--- src/rtl/core_cp_pkg.sv ---
// core_cp_pkg: shared column map, core state encoding and rst_len floor for the core control table.
package core_cp_pkg;
   localparam logic [14:0] COL_DSID    = 15'd0;
   localparam logic [14:0] COL_STATE   = 15'd1;
   localparam logic [14:0] COL_RSTLEN  = 15'd2;
   localparam logic [14:0] COL_BUSY    = 15'd3;
   localparam logic [14:0] COL_WAKECNT = 15'd4;
   localparam logic [7:0]  RST_LEN_MIN = 8'd4;

   typedef enum logic {
      STATE_SLEEP   = 1'b0,
      STATE_RUNNING = 1'b1
   } core_state_e;

   function automatic logic [7:0] clamp_len(input logic [7:0] v);
      return (v < RST_LEN_MIN) ? RST_LEN_MIN : v;
   endfunction
endpackage

--- src/rtl/core_cp_rst_pulse.sv ---
// core_cp_rst_pulse: one core's wake-edge detector and reset-pulse down-counter.
// The edge is taken against the next state so the pulse starts the cycle right after the state write.
module core_cp_rst_pulse
   import core_cp_pkg::*;
(
   input  logic        SYS_CLK,
   input  logic        DETECT_RST,
   input  core_state_e state_nxt,
   input  logic [7:0]  rst_len,
   output logic        rise,
   output logic        rst_busy
);
   core_state_e last_state;
   logic [7:0]  counter;

   assign rise     = (state_nxt == STATE_RUNNING) && (last_state == STATE_SLEEP);
   assign rst_busy = counter != 8'd0;

   always_ff @(posedge SYS_CLK) begin
      if (DETECT_RST) begin
         last_state <= STATE_SLEEP;
         counter    <= 8'd0;
      end else begin
         last_state <= state_nxt;
         counter    <= rise ? rst_len : rst_busy ? counter - 8'd1 : counter;
      end
   end
endmodule

--- src/rtl/core_cp_ptab_mc.sv ---
// core_cp_ptab_mc: per-core control table (dsid, run state, reset length) driving active-low core resets.
// Define CORE_CP_PTAB_WAKE_CNT_EN to add a read-only per-core wake counter at column 4.
module core_cp_ptab_mc
   import core_cp_pkg::*;
#(
   parameter int NUM_CORES   = 4,
   parameter int DSID_W      = 16,
   parameter int RST_LEN_DEF = 8,
   parameter int SLEEP_HOLD  = 0
) (
   input  logic                        SYS_CLK,
   input  logic                        DETECT_RST,
   input  logic                        is_this_table,
   input  logic [14:0]                 col,
   input  logic [14:0]                 row,
   input  logic [63:0]                 wdata,
   input  logic                        wen,
   output logic [63:0]                 rdata,
   output logic [NUM_CORES-1:0]        EXT_RESET_IN_CORE,
   output logic [NUM_CORES*DSID_W-1:0] DS_ID_CORE
);
   localparam logic [14:0] NC = 15'(NUM_CORES);

   logic        wr_ok;
   logic [63:0] rd_field [NUM_CORES];
   logic        unused_wdata;

   assign wr_ok        = wen && is_this_table && (row < NC);
   assign unused_wdata = ^wdata;

   for (genvar i = 0; i < NUM_CORES; i++) begin : g_core
      logic              sel;
      core_state_e       state;
      core_state_e       state_nxt;
      logic [DSID_W-1:0] dsid;
      logic [7:0]        rst_len;
      logic              rise;
      logic              rst_busy;
      logic [63:0]       wake_rd;

      assign sel       = wr_ok && (row == 15'(i));
      assign state_nxt = (sel && col == COL_STATE) ? core_state_e'(wdata[0]) : state;

      always_ff @(posedge SYS_CLK) begin
         if (DETECT_RST) begin
            dsid    <= '0;
            state   <= STATE_SLEEP;
            rst_len <= 8'(RST_LEN_DEF);
         end else begin
            state <= state_nxt;
            if (sel && col == COL_DSID) dsid <= wdata[DSID_W-1:0];
            if (sel && col == COL_RSTLEN) rst_len <= clamp_len(wdata[7:0]);
         end
      end

      core_cp_rst_pulse u_pulse (
         .SYS_CLK   (SYS_CLK),
         .DETECT_RST(DETECT_RST),
         .state_nxt (state_nxt),
         .rst_len   (rst_len),
         .rise      (rise),
         .rst_busy  (rst_busy)
      );

`ifdef CORE_CP_PTAB_WAKE_CNT_EN
      logic [15:0] wake_cnt;
      // A clearing state write wins over the wake it may cause in the same cycle.
      always_ff @(posedge SYS_CLK) begin
         if (DETECT_RST) wake_cnt <= '0;
         else if (sel && col == COL_STATE && wdata[1]) wake_cnt <= '0;
         else if (rise) wake_cnt <= wake_cnt + 16'd1;
      end
      assign wake_rd = 64'(wake_cnt);
`else
      logic unused_rise;
      assign unused_rise = rise;
      assign wake_rd     = '0;
`endif

      assign rd_field[i] = (col == COL_DSID)    ? 64'(dsid)     :
                           (col == COL_STATE)   ? 64'(state)    :
                           (col == COL_RSTLEN)  ? 64'(rst_len)  :
                           (col == COL_BUSY)    ? 64'(rst_busy) :
                           (col == COL_WAKECNT) ? wake_rd       : '0;

      assign EXT_RESET_IN_CORE[i]          = ~(rst_busy || (SLEEP_HOLD != 0 && state == STATE_SLEEP));
      assign DS_ID_CORE[i*DSID_W +: DSID_W] = dsid;
   end

   always_comb begin
      rdata = '0;
      for (int k = 0; k < NUM_CORES; k++) if (row == 15'(k)) rdata = rd_field[k];
   end
endmodule
--- config.mk ---
export PLATFORM = sky130hd
export DESIGN_NAME = core_cp_ptab_mc
export DESIGN_NICKNAME = d
export VERILOG_FILES = /design/src/rtl/core_cp_pkg.sv /design/src/rtl/core_cp_rst_pulse.sv /design/src/rtl/core_cp_ptab_mc.sv
export SDC_FILE = /design/constraint.sdc
export NUM_CORES = 1
export LEC_CHECK = 0
export CAP_MARGIN = 20
export CORE_ASPECT_RATIO = 1.1
export CORE_MARGIN = 5
export CORE_UTILIZATION = 43
export DETAILED_ROUTE_END_ITERATION = 12
export PLACE_DENSITY = 0.75
export SETUP_SLACK_MARGIN = 0.3
export SLEW_MARGIN = 10
export SYNTH_ARGS = -nofsm -noshare
export SYNTH_HDL_FRONTEND = slang
export SYNTH_HIERARCHICAL = 1
export SYNTH_SLANG_ARGS = --single-unit
--- constraint.sdc ---
create_clock -name SYS_CLK -period 4.2 [get_ports SYS_CLK]
set_input_delay 0.42 -clock SYS_CLK [delete_from_list [all_inputs] [get_ports SYS_CLK]]
set_output_delay 0.42 -clock SYS_CLK [all_outputs]
set_load 0.01 [all_outputs]
==> flow_summary.ini <==
[synth]
synth_mux_area_frac = 0.1449
seq_area_frac_synth = 0.3701
async_flop_share = 0
yosys_warnings = 6
synth_top_family_by_area = simple AND/OR/NAND/NOR gates
synthFlopType = dfxtp_1
syn_inst = 828
synth_top_area_frac = 0.3701
synth-seq-cells = 136
synth_compound_area_frac = 0.1092
synth-edff-count = 0
synth.top_cells.by_area = dfxtp_1 (37%), mux2i_1 (13%), buf_4 (5.3%)
synthSimpleGateAreaFrac = 0.2545
synthXorXnorAreaFrac = 0.009525
syn_area_sq_mm = 0.007356
syn_avg_cell_area_sq_um = 8.884
synthAdderAreaFrac = 0.01361
synth.distinct_cells = 50
synth_top_area_cell = dfxtp_1

[final_layout]
nNetsFinal = 1049
nFillCells = 1486
finish.utilization = 0.5473
drive_gt1_frac = 0.09937
layout_commonest_cell = dfxtp_1
syn_to_final_growth_pct = 25.67
diodes = 0
final_cell_mix = dfxtp_1 (136), clkdlybuf4s50_1 (132), nor2_1 (103)
stdcell_area_sq_mm = 0.009244

[min_path]
min_path_type = reg2reg
min_to = g_core[2].dsid[14]
min_path_cells = 2
hp-start = g_core[2].dsid[14]

[clock_network]
clockRootBuffer = clkbuf_16
clk_latency_ns = 0.42
cts_tree = done
ctsHtreeMaxLevel = 4
clk_path_buf_depth = 2
clock_sinks = 136
numCtsBuffers = 17
clkTransAtPathRegs_ns = 0.06
ctsResizeCount = 0

[drt]
drt-initial-drc-count = 390
viasPerCell = 5.418
drt-wirelength-per-cell_um = 18.33
wl_um = 21330
drc = 0
num_vias = 6307
first_pass_iters = 5
ant_nets = 0

[place]
io_buffer_count = 133
hpwl_um = 15290
gp_congestion = 0.9032
place_area_sq_mm = 0.008591

[timing]
post-route-period-util = 0.9081
clock.fmax_mhz = 262.2
worstMarginPinSlew_ns = 1.106
finalSetupViolations = 0
fin_skew_ns = 0.005600
hold_viol_final = 0
relSlewSlack = 0.2628
period_minus_slack_ns = 3.814
rsz0062_at_grt = no
setup_tns_ns = 0
finalMaxSlewViolations = 0

[grt]
grt_start_max_net_pins = 107
grt_use_total = 0.2132
antenna_found_initial = 0
grt_pass1_vias = 6147
overflow = 0
grt_pass1_wl_um = 33470

[power]
vdd_ir_drop_max_mv = 0.3232
powerDensity_mw_per_mm2 = 446.4
leakagePower_nw = 3.529

[critical_path]
reg2regPathDepth = 4
cp_data_required_time_ns = 3.78
critical_path_class = reg2out
r2r_slack_ns = 2.15
worst_setup_path_start_kind = flip-flop
cp-end-kind = output pin
reg2reg_to = g_core[1].u_pulse/counter[0]
worst_r2r_startpoint = g_core[1].u_pulse/counter[2]
worstPathArrival_ns = 3.39
cp_max_fo = 6

[die]
die_x_um = 134.7
die_area_sq_mm = 0.01983
pin_count = 230
initial_core_util = 0.4355
coreArea_sq_mm = 0.01689
die_h_um = 147.2
rows = 50

[run]
cap_violations = 0

[status]
status = finished, final reports clean
==> through the flow <==
stage	total power [mW]	hold slack (ns)	setup WS, ns	std cells
6_report	4.127	0.4707	0.3861	1164
5_1_grt	4.328	0.4916	0.2970	1164
4_1_cts	4.111	0.4712	0.3713	1161
3_5_place_dp	2.523	0.4621	0.4896	1129
3_3_place_gp	2.497	0.4550	0.4866	1129
2_1_floorplan	2.333	0.4542	1.290	875
==> sequential cells by signal, indices dropped and copies added, names as in the netlist <==
| name | cells |
|---|---|
| g_core.dsid | 64 |
| g_core.rst_len | 32 |
| g_core.u_pulse/counter | 32 |
| g_core.state | 4 |
| g_core.u_pulse/last_state | 4 |
==> cell type report <==
type / count / area, sq um / share of cell area
timing repair buffer: 153 / 1479 / 0.1600
multi-input combinational: 619 / 4091 / 0.4426
inverter: 16 / 60.06 / 0.006497
sequential: 136 / 2723 / 0.2945
clock buffer: 20 / 456.7 / 0.04940
clock inverter: 12 / 173.9 / 0.01881
tap: 208 / 260.3 / 0.02815
==> repair_timing <==
item                       CTS  global route
setup endpoints to repair    0             1
hold buffers                 0             0
setup buffers                0             3
==> cell usage after synthesis (3+ instances only) <==
master	n
nor4_4	11
or4_4	4
or3b_2	4
a211o_1	5
a21o_1	4
o31ai_1	4
a211oi_1	9
a221oi_1	5
mux4_2	3
a311oi_1	10
buf_2	10
nor2_1	103
mux2_2	6
nor4b_1	5
ha_1	8
nor4_1	11
nand2_1	93
nand4_1	6
buf_6	8
nor4_2	5
o21ai_0	21
nor3b_1	9
nand2b_1	26
a2bb2oi_1	6
clkbuf_1	33
nand3b_1	12
nor3_1	14
inv_1	16
nor2b_1	6
mux2i_1	93
or4b_4	4
buf_4	52
xnor2_1	8
a221o_1	5
a21oi_1	50
dfxtp_1	136
or2b_1	4
==> how the worst max path moves through the flow <==
stage | start | endpoint | slack (ns) | depth (start not counted)
2_1_floorplan | row[9] | g_core[0].u_pulse/counter[5] | 1.29 | 12
3_3_place_gp | col[10] | rdata[5] | 0.49 | 8
3_5_place_dp | col[8] | rdata[5] | 0.49 | 8
4_1_cts | g_core[1].u_pulse/counter[2] | rdata[0] | 0.37 | 7
5_1_grt | g_core[1].u_pulse/counter[2] | rdata[0] | 0.30 | 7
6_report | g_core[1].u_pulse/counter[2] | rdata[0] | 0.39 | 7
==> power breakdown <==
part           internal, mW  total [mW]  switching [mW]
sequential             1.40        1.52           0.117
combinational         0.516        1.02           0.500
clock                  1.02        1.59           0.569
total                  2.94        4.13            1.19
==> layer usage <==
layer / track usage / up-vias / wire [um]
li1: - / 3031 / -
met3: 0.07397 / 48 / 1851
met1: 0.2596 / 2971 / 8763
met4: 0.08452 / 0 / 680
met2: 0.3446 / 257 / 10040
met5: 0 / - / 0
==> logic make-up after synthesis <==
kind of cell               count (synthesis)
DFF                                      136
AOI/OAI and AO/OA                        125
xor gates and xnor gates                   8
and+or+nand+nor                          328
adders and majority gates                  8
other                                      1
muxes                                    102
buffers and inverters                    120
==> critical path, cell delays in order (launching register included) <==
cell and delay (ns):
dfxtp_1 0.35, or4_4 0.55, or4b_4 0.60, mux4_2 0.51
a21oi_1 0.23, a211o_1 0.15, a21oi_1 0.08, clkdlybuf4s50_1 0.50
No activity file was read; power rests on OpenSTA's default activity.
